[src/rtl/regfile_read_arbiter_pkg.sv]
// Shared constants for the register-file read arbiter slice:
// array geometry and the IDs of the standard read requesters.
package regfile_read_arbiter_pkg;

    localparam int unsigned REG_DEPTH = 16;
    localparam int unsigned DATA_W    = 32;
    localparam int unsigned ADDR_W    = 4;

    localparam int unsigned REQ_FETCH  = 0;
    localparam int unsigned REQ_DECODE = 1;
    localparam int unsigned REQ_EXEC   = 2;
    localparam int unsigned REQ_DEBUG  = 3;

endpackage

[src/rtl/regfile_read_arbiter_rr_arbiter.sv]
// Round-robin arbiter: one-hot combinational grant, scanning upward from the
// requester after the last one granted. The pointer moves only on a grant.
module regfile_read_arbiter_rr_arbiter #(
    parameter int unsigned NUM_REQ = 4,
    parameter int unsigned ID_W    = 2
) (
    input  logic               clk_i,
    input  logic               rst_i,
    input  logic [NUM_REQ-1:0] req_i,
    output logic [NUM_REQ-1:0] grant_o,
    output logic [ID_W-1:0]    grant_idx_o,
    output logic               grant_vld_o
);
    import regfile_read_arbiter_pkg::*;

    localparam int unsigned IDX_W = (NUM_REQ > 1) ? $clog2(NUM_REQ) : 1;

    logic [ID_W-1:0] last_q;
    logic [ID_W-1:0] last_d;

    // Reset leaves the pointer on the top requester so requester 0 wins first.
    always_ff @(posedge clk_i) begin
        if (rst_i) begin
            last_q <= ID_W'(NUM_REQ - 1);
        end else begin
            last_q <= last_d;
        end
    end

    always_comb begin
        int unsigned cand;
        grant_o     = '0;
        grant_idx_o = '0;
        grant_vld_o = 1'b0;
        last_d      = last_q;
        cand        = 0;
        if (!rst_i) begin
            for (int unsigned k = 0; k < NUM_REQ; k++) begin
                cand = (32'(last_q) + 32'd1 + k) % NUM_REQ;
                if (!grant_vld_o && req_i[IDX_W'(cand)]) begin
                    grant_o[IDX_W'(cand)] = 1'b1;
                    grant_idx_o           = ID_W'(cand);
                    grant_vld_o           = 1'b1;
                end
            end
        end
        if (grant_vld_o) begin
            last_d = grant_idx_o;
        end
    end

endmodule

[src/rtl/regfile_read_arbiter.sv]
// 16 x 32 register file with one write port and one read port shared by
// NUM_REQ requesters through a round-robin arbiter; read data is registered.
module regfile_read_arbiter #(
    parameter int unsigned NUM_REQ = 4,
    parameter int unsigned DATA_W  = 32,
    parameter int unsigned ADDR_W  = 4,
    parameter int unsigned ID_W    = 2
) (
    input  logic                      clk_i,
    input  logic                      rst_i,
    input  logic                      wr_en_i,
    input  logic [ADDR_W-1:0]         wr_addr_i,
    input  logic [DATA_W-1:0]         wr_data_i,
    input  logic [NUM_REQ-1:0]        req_valid_i,
    input  logic [NUM_REQ*ADDR_W-1:0] req_addr_i,
    output logic [NUM_REQ-1:0]        req_ready_o,
    output logic                      rsp_valid_o,
    output logic [ID_W-1:0]           rsp_id_o,
    output logic [DATA_W-1:0]         rsp_data_o
);
    import regfile_read_arbiter_pkg::*;

    localparam int unsigned DEPTH = 2 ** ADDR_W;

    logic [DATA_W-1:0] regs_q [DEPTH];
    logic [ADDR_W-1:0] addr_arr [NUM_REQ];
    logic [ADDR_W-1:0] rd_addr;
    logic [DATA_W-1:0] rd_data;
    logic [ID_W-1:0]   grant_idx;
    logic              grant_vld;

    logic              rsp_valid_q, rsp_valid_d;
    logic [ID_W-1:0]   rsp_id_q,    rsp_id_d;
    logic [DATA_W-1:0] rsp_data_q,  rsp_data_d;

    regfile_read_arbiter_rr_arbiter #(
        .NUM_REQ (NUM_REQ),
        .ID_W    (ID_W)
    ) u_arb (
        .clk_i       (clk_i),
        .rst_i       (rst_i),
        .req_i       (req_valid_i),
        .grant_o     (req_ready_o),
        .grant_idx_o (grant_idx),
        .grant_vld_o (grant_vld)
    );

    for (genvar g = 0; g < NUM_REQ; g++) begin : g_addr
        assign addr_arr[g] = req_addr_i[g*ADDR_W +: ADDR_W];
    end

    always_ff @(posedge clk_i) begin
        if (rst_i) begin
            for (int i = 0; i < int'(DEPTH); i++) begin
                regs_q[i] <= '0;
            end
        end else if (wr_en_i) begin
            regs_q[wr_addr_i] <= wr_data_i;
        end
    end

    // Write-first: a same-cycle write to the granted address is forwarded.
    always_comb begin
        rd_addr = addr_arr[grant_idx];
        rd_data = regs_q[rd_addr];
        if (wr_en_i && (wr_addr_i == rd_addr)) begin
            rd_data = wr_data_i;
        end
    end

    always_comb begin
        rsp_valid_d = grant_vld;
        rsp_id_d    = rsp_id_q;
        rsp_data_d  = rsp_data_q;
        if (grant_vld) begin
            rsp_id_d   = grant_idx;
            rsp_data_d = rd_data;
        end
    end

    always_ff @(posedge clk_i) begin
        if (rst_i) begin
            rsp_valid_q <= 1'b0;
            rsp_id_q    <= '0;
            rsp_data_q  <= '0;
        end else begin
            rsp_valid_q <= rsp_valid_d;
            rsp_id_q    <= rsp_id_d;
            rsp_data_q  <= rsp_data_d;
        end
    end

    assign rsp_valid_o = rsp_valid_q;
    assign rsp_id_o    = rsp_id_q;
    assign rsp_data_o  = rsp_data_q;

endmodule
[config.mk]
export PLATFORM = sky130hd
export DESIGN_NAME = regfile_read_arbiter
export DESIGN_NICKNAME = d
export VERILOG_FILES = /design/src/rtl/regfile_read_arbiter_pkg.sv /design/src/rtl/regfile_read_arbiter_rr_arbiter.sv /design/src/rtl/regfile_read_arbiter.sv
export SDC_FILE = /design/constraint.sdc
export NUM_CORES = 1
export LEC_CHECK = 0
export BUFFER_PORTS_ARGS = -buffer_cell sky130_fd_sc_hd__buf_4
export CAP_MARGIN = 20
export CELL_PAD_IN_SITES_DETAIL_PLACEMENT = 0
export CELL_PAD_IN_SITES_GLOBAL_PLACEMENT = 1
export CORE_MARGIN = 2
export CORE_UTILIZATION = 25
export DETAILED_ROUTE_END_ITERATION = 10
export HOLD_SLACK_MARGIN = 0.02
export PLACE_DENSITY = 0.48
export SLEW_MARGIN = 10
export SYNTH_ARGS = -nofsm -noshare
export SYNTH_HDL_FRONTEND = slang
export SYNTH_SLANG_ARGS = --single-unit
[constraint.sdc]
create_clock -name clk_i -period 5.55 [get_ports clk_i]
set_input_delay 0.2775 -clock clk_i [delete_from_list [all_inputs] [get_ports clk_i]]
set_output_delay 0.2775 -clock clk_i [all_outputs]
set_load 0.03 [all_outputs]
==> flow_summary.json <==
{
  "relSlewSlack_pct": 25.3,
  "drive_gt1_share_pct": 16.2,
  "required_ps": 6120,
  "cp_slowest_stage_delay_ps": 630,
  "grt-ovfl-total": 0,
  "cts.sinks": 549,
  "cts_resized": 0,
  "rrSetupSlack_ps": 930,
  "hpwl_mm": 56.4,
  "drt-total-wl_mm": 96.7,
  "crit_slowest_cell": "mux2i_1",
  "vias_per_cell": 4.81,
  "post-route-period-util_pct": 83.2,
  "pin_count": 98,
  "nNetsFinal": 2285,
  "syn_inst": 2143,
  "grt_usage_pct": 17.7,
  "cp_data_arrival_time_ps": 5190,
  "synth_area_per_cell_um2": 12.3,
  "yosysSeqAreaShare_pct": 61.2,
  "fin_cells": 3671,
  "fin_worst_skew_ps": 37.9,
  "clockBufferDepth": 3,
  "maxCapViolCount": 0,
  "place_congestion": 0.800,
  "final-hold-violation-count": 0,
  "htreeDepth": 2,
  "fin_total_pwr_mw": 15.1,
  "clkSlewWorstSetupHoldPaths_ps": 70,
  "clockRootBuffer": "clkbuf_16",
  "synthesis.nets": 2206,
  "hold_depth": 3,
  "synth_warnings": 0,
  "cts-buffers-inserted": 61,
  "setup.worst_path.start": "u_arb.last_q[1]",
  "numPortBuffers": 97,
  "regArea_mm2": 0.0161,
  "multi_input_area_mm2": 0.00965,
  "min_to": "rsp_data_o[14]",
  "core-area_mm2": 0.105,
  "avgRoutedWirePerCell_um": 26.3,
  "fmax_mhz": 216,
  "setup.worst_path.start_class": "register",
  "cts_tree": "yes",
  "end_kind": "register",
  "grt_pass1_wl_mm": 137,
  "powerDensity_mw_per_mm2": 483,
  "synth_top_area_share_pct": 58.3,
  "yosys_most_used_dff": "edfxtp_1",
  "netlist-cell-type-count": 71,
  "syn_area_mm2": 0.0264,
  "slew_viol_final": 0,
  "r2r-end": "rsp_data_o[31]",
  "r2r_cells": 14,
  "status": "complete, no violations",
  "setup_tns_ps": 0,
  "vias": 17700,
  "fill_cells": 10600,
  "setup_violations": 0,
  "drc_errors": 0,
  "die_w_um": 329,
  "tightest_slew_ps": 1120,
  "die_area_mm2": 0.108,
  "path_class": "reg -> reg",
  "rsz0062_at_grt": "false",
  "crit_fanout": 20,
  "final_core_util_pct": 29.8,
  "ant_nets": 0,
  "hp-start": "wr_data_i[14]",
  "synth.largest_area_cell": "edfxtp_1",
  "cp_cell_sequence": "inv_1 > ha_1 > mux4_2 > or3_4 > and3_1 > a31oi_4 > mux2i_1 > a21oi_4 > buf_12 > buf_4 > mux2i_1 > mux2i_1 > o21ai_0 > o211ai_1",
  "vdd_drop_max_mv": 0.304,
  "drt-pass1-iter-count": 5,
  "grt_pass1_vias": 17500,
  "grt_max_degree": 64,
  "async_flop_share_pct": 0,
  "cp.buffers_inverters": 3,
  "ys_ff_latch": 549,
  "crit_family": "multiplexers",
  "worstSkewPairLatency_ps": 650,
  "reg2reg_from": "u_arb.last_q[1]",
  "crit_top_cell": "mux2i_1",
  "dp.cells": 3528,
  "drtIter0Drc": 1623,
  "synthToLayoutAreaGrowth_pct": 18.7,
  "antenna_found_initial": 8,
  "post-route-min-period_ps": 4620,
  "hold_class": "in -> reg",
  "start_util_pct": 25.1,
  "placementRows": 119,
  "dieHeight_um": 329,
  "synth_edf_count": 512,
  "leakagePower_nw": 11.4,
  "ys_top_cells_by_area": "edfxtp_1, and2_1, mux2i_1"
}
Yosys cell counts, drive strengths merged (4+ instances only):
| cell type | instances |
|---|---|
| o211ai | 36 |
| a32o | 19 |
| nand4 | 17 |
| a22oi | 35 |
| mux2 | 33 |
| clkbuf | 126 |
| mux2i | 155 |
| or2 | 6 |
| nand2 | 215 |
| ha | 4 |
| o221a | 5 |
| inv | 14 |
| o21ai | 47 |
| dfxtp | 37 |
| buf | 50 |
| a21oi | 12 |
| o221ai | 21 |
| nand2b | 5 |
| nand3 | 58 |
| a31oi | 8 |
| and2 | 515 |
| edfxtp | 512 |
| nor3 | 5 |
| xnor2 | 4 |
| nor2 | 84 |
| nand4b | 4 |
| o31ai | 5 |
| a211o | 19 |
| a221oi | 11 |
| a32oi | 32 |
registers in the layout (all words and copies together), names as in the netlist:
register,cells
regs_q,512
rsp_data_o,32
rsp_id_o,2
rsp_valid_o,1
u_arb.last_q,2
final cells by class:
class,count,share of cell area [%]
diodes,5,0.0400
inverters,14,0.168
clock inverters,42,1.29
clock buffers,74,5.27
repair buffers,192,5.27
multi-input cells,1404,30.9
flip-flops and latches,549,51.5
well taps,1391,5.57
worst max-delay path by stage:
| stage | end | slack (ps) | depth (start not counted) |
|---|---|---|---|
| 4_1_cts | rsp_data_o[7] | 880 | 12 |
| 5_1_grt | rsp_data_o[7] | 580 | 12 |
| 3_5_place_dp | rsp_data_o[7] | 910 | 12 |
| 2_1_floorplan | rsp_data_o[20] | 1470 | 20 |
| 3_3_place_gp | rsp_data_o[31] | 930 | 14 |
| 6_report | rsp_data_o[31] | 930 | 14 |
power breakdown:
group | leakage [nW] | internal [mW] | switching [mW] | total, mW
Sequential | 5.19 | 4.86 | 0.186 | 5.05
Combinational | 5.20 | 2.06 | 3.78 | 5.84
Clock | 1.01 | 2.47 | 1.75 | 4.22
Total | 11.4 | 9.39 | 5.71 | 15.1
metrics by stage:
step | hold WS [ps] | cell area (um2) | worst slack (ps)
3_3_place_gp | 475 | 28900 | 931
2_1_floorplan | 414 | 26400 | 1470
5_1_grt | 49.6 | 31300 | 576
6_report | 53.4 | 31300 | 931
3_5_place_dp | 455 | 29000 | 911
4_1_cts | 20.9 | 31300 | 881
logic make-up (layout without fill, tap and decap cells):
logic type	count (synthesis)	count (layout)	synth area share [%]
AND/OR/NAND/NOR	925	925	19.0
buffers and inverters	190	322	3.38
multiplexers	190	190	7.47
flip-flops	549	549	61.2
adder cells (fa/ha/maj)	4	4	0.190
other	0	5	0
AO/OA/AOI/OAI	279	279	8.61
XOR/XNOR	6	6	0.199
layout by cell type (no fill, tap or decap), types with 7 or more instances in the layout:
cell | synthesis | final
edfxtp_1 | 512 | 512
a31oi_1 | 7 | 7
dfxtp_1 | 37 | 37
a32oi_1 | 32 | 32
bufinv_16 | 0 | 8
inv_1 | 14 | 14
a22oi_1 | 35 | 35
o21ai_4 | 0 | 12
nand2_1 | 214 | 213
dlygate4sd3_1 | 0 | 22
nor2_4 | 0 | 13
a221oi_1 | 9 | 9
a21oi_1 | 11 | 11
mux2_2 | 33 | 33
o211ai_2 | 18 | 18
mux2i_1 | 155 | 154
nor2_1 | 84 | 71
a32o_1 | 19 | 19
o221ai_1 | 21 | 21
o21ai_0 | 40 | 28
and2_1 | 515 | 514
clkinv_1 | 0 | 16
a211o_1 | 19 | 19
o211ai_1 | 18 | 18
nand4_1 | 17 | 17
buf_4 | 8 | 159
clkbuf_1 | 126 | 8
o21ai_1 | 7 | 7
clkinv_2 | 0 | 14
clkbuf_16 | 0 | 63
buf_12 | 2 | 9
nand3_1 | 58 | 58
per-layer routing:
layer | global-route usage [%] | vias up | part of all wire (%)
li1 | - | 7954 | -
met1 | 24.2 | 9067 | 45
met2 | 29.7 | 524 | 48
met3 | 2.48 | 118 | 5.2
met4 | 3.89 | 4 | 1.9
met5 | 0 | - | 0.024
worst register-to-register path: stages, from the launching register on:
cell and delay (ps):
dfxtp_1 380, inv_1 80, ha_1 480, mux4_2 450, or3_4 390, and3_1 300
a31oi_4 300, mux2i_1 630, a21oi_4 130, buf_12 210, buf_4 290, mux2i_1 170
mux2i_1 340, o21ai_0 210, o211ai_1 190
repair_timing:
action | 4_1_cts | 5_1_grt
buffers inserted | 0 | 0
hold buffers | 22 | 0
hold endpoints to repair | 69 | 0
Note: power is estimated with default switching activity, not from simulation.
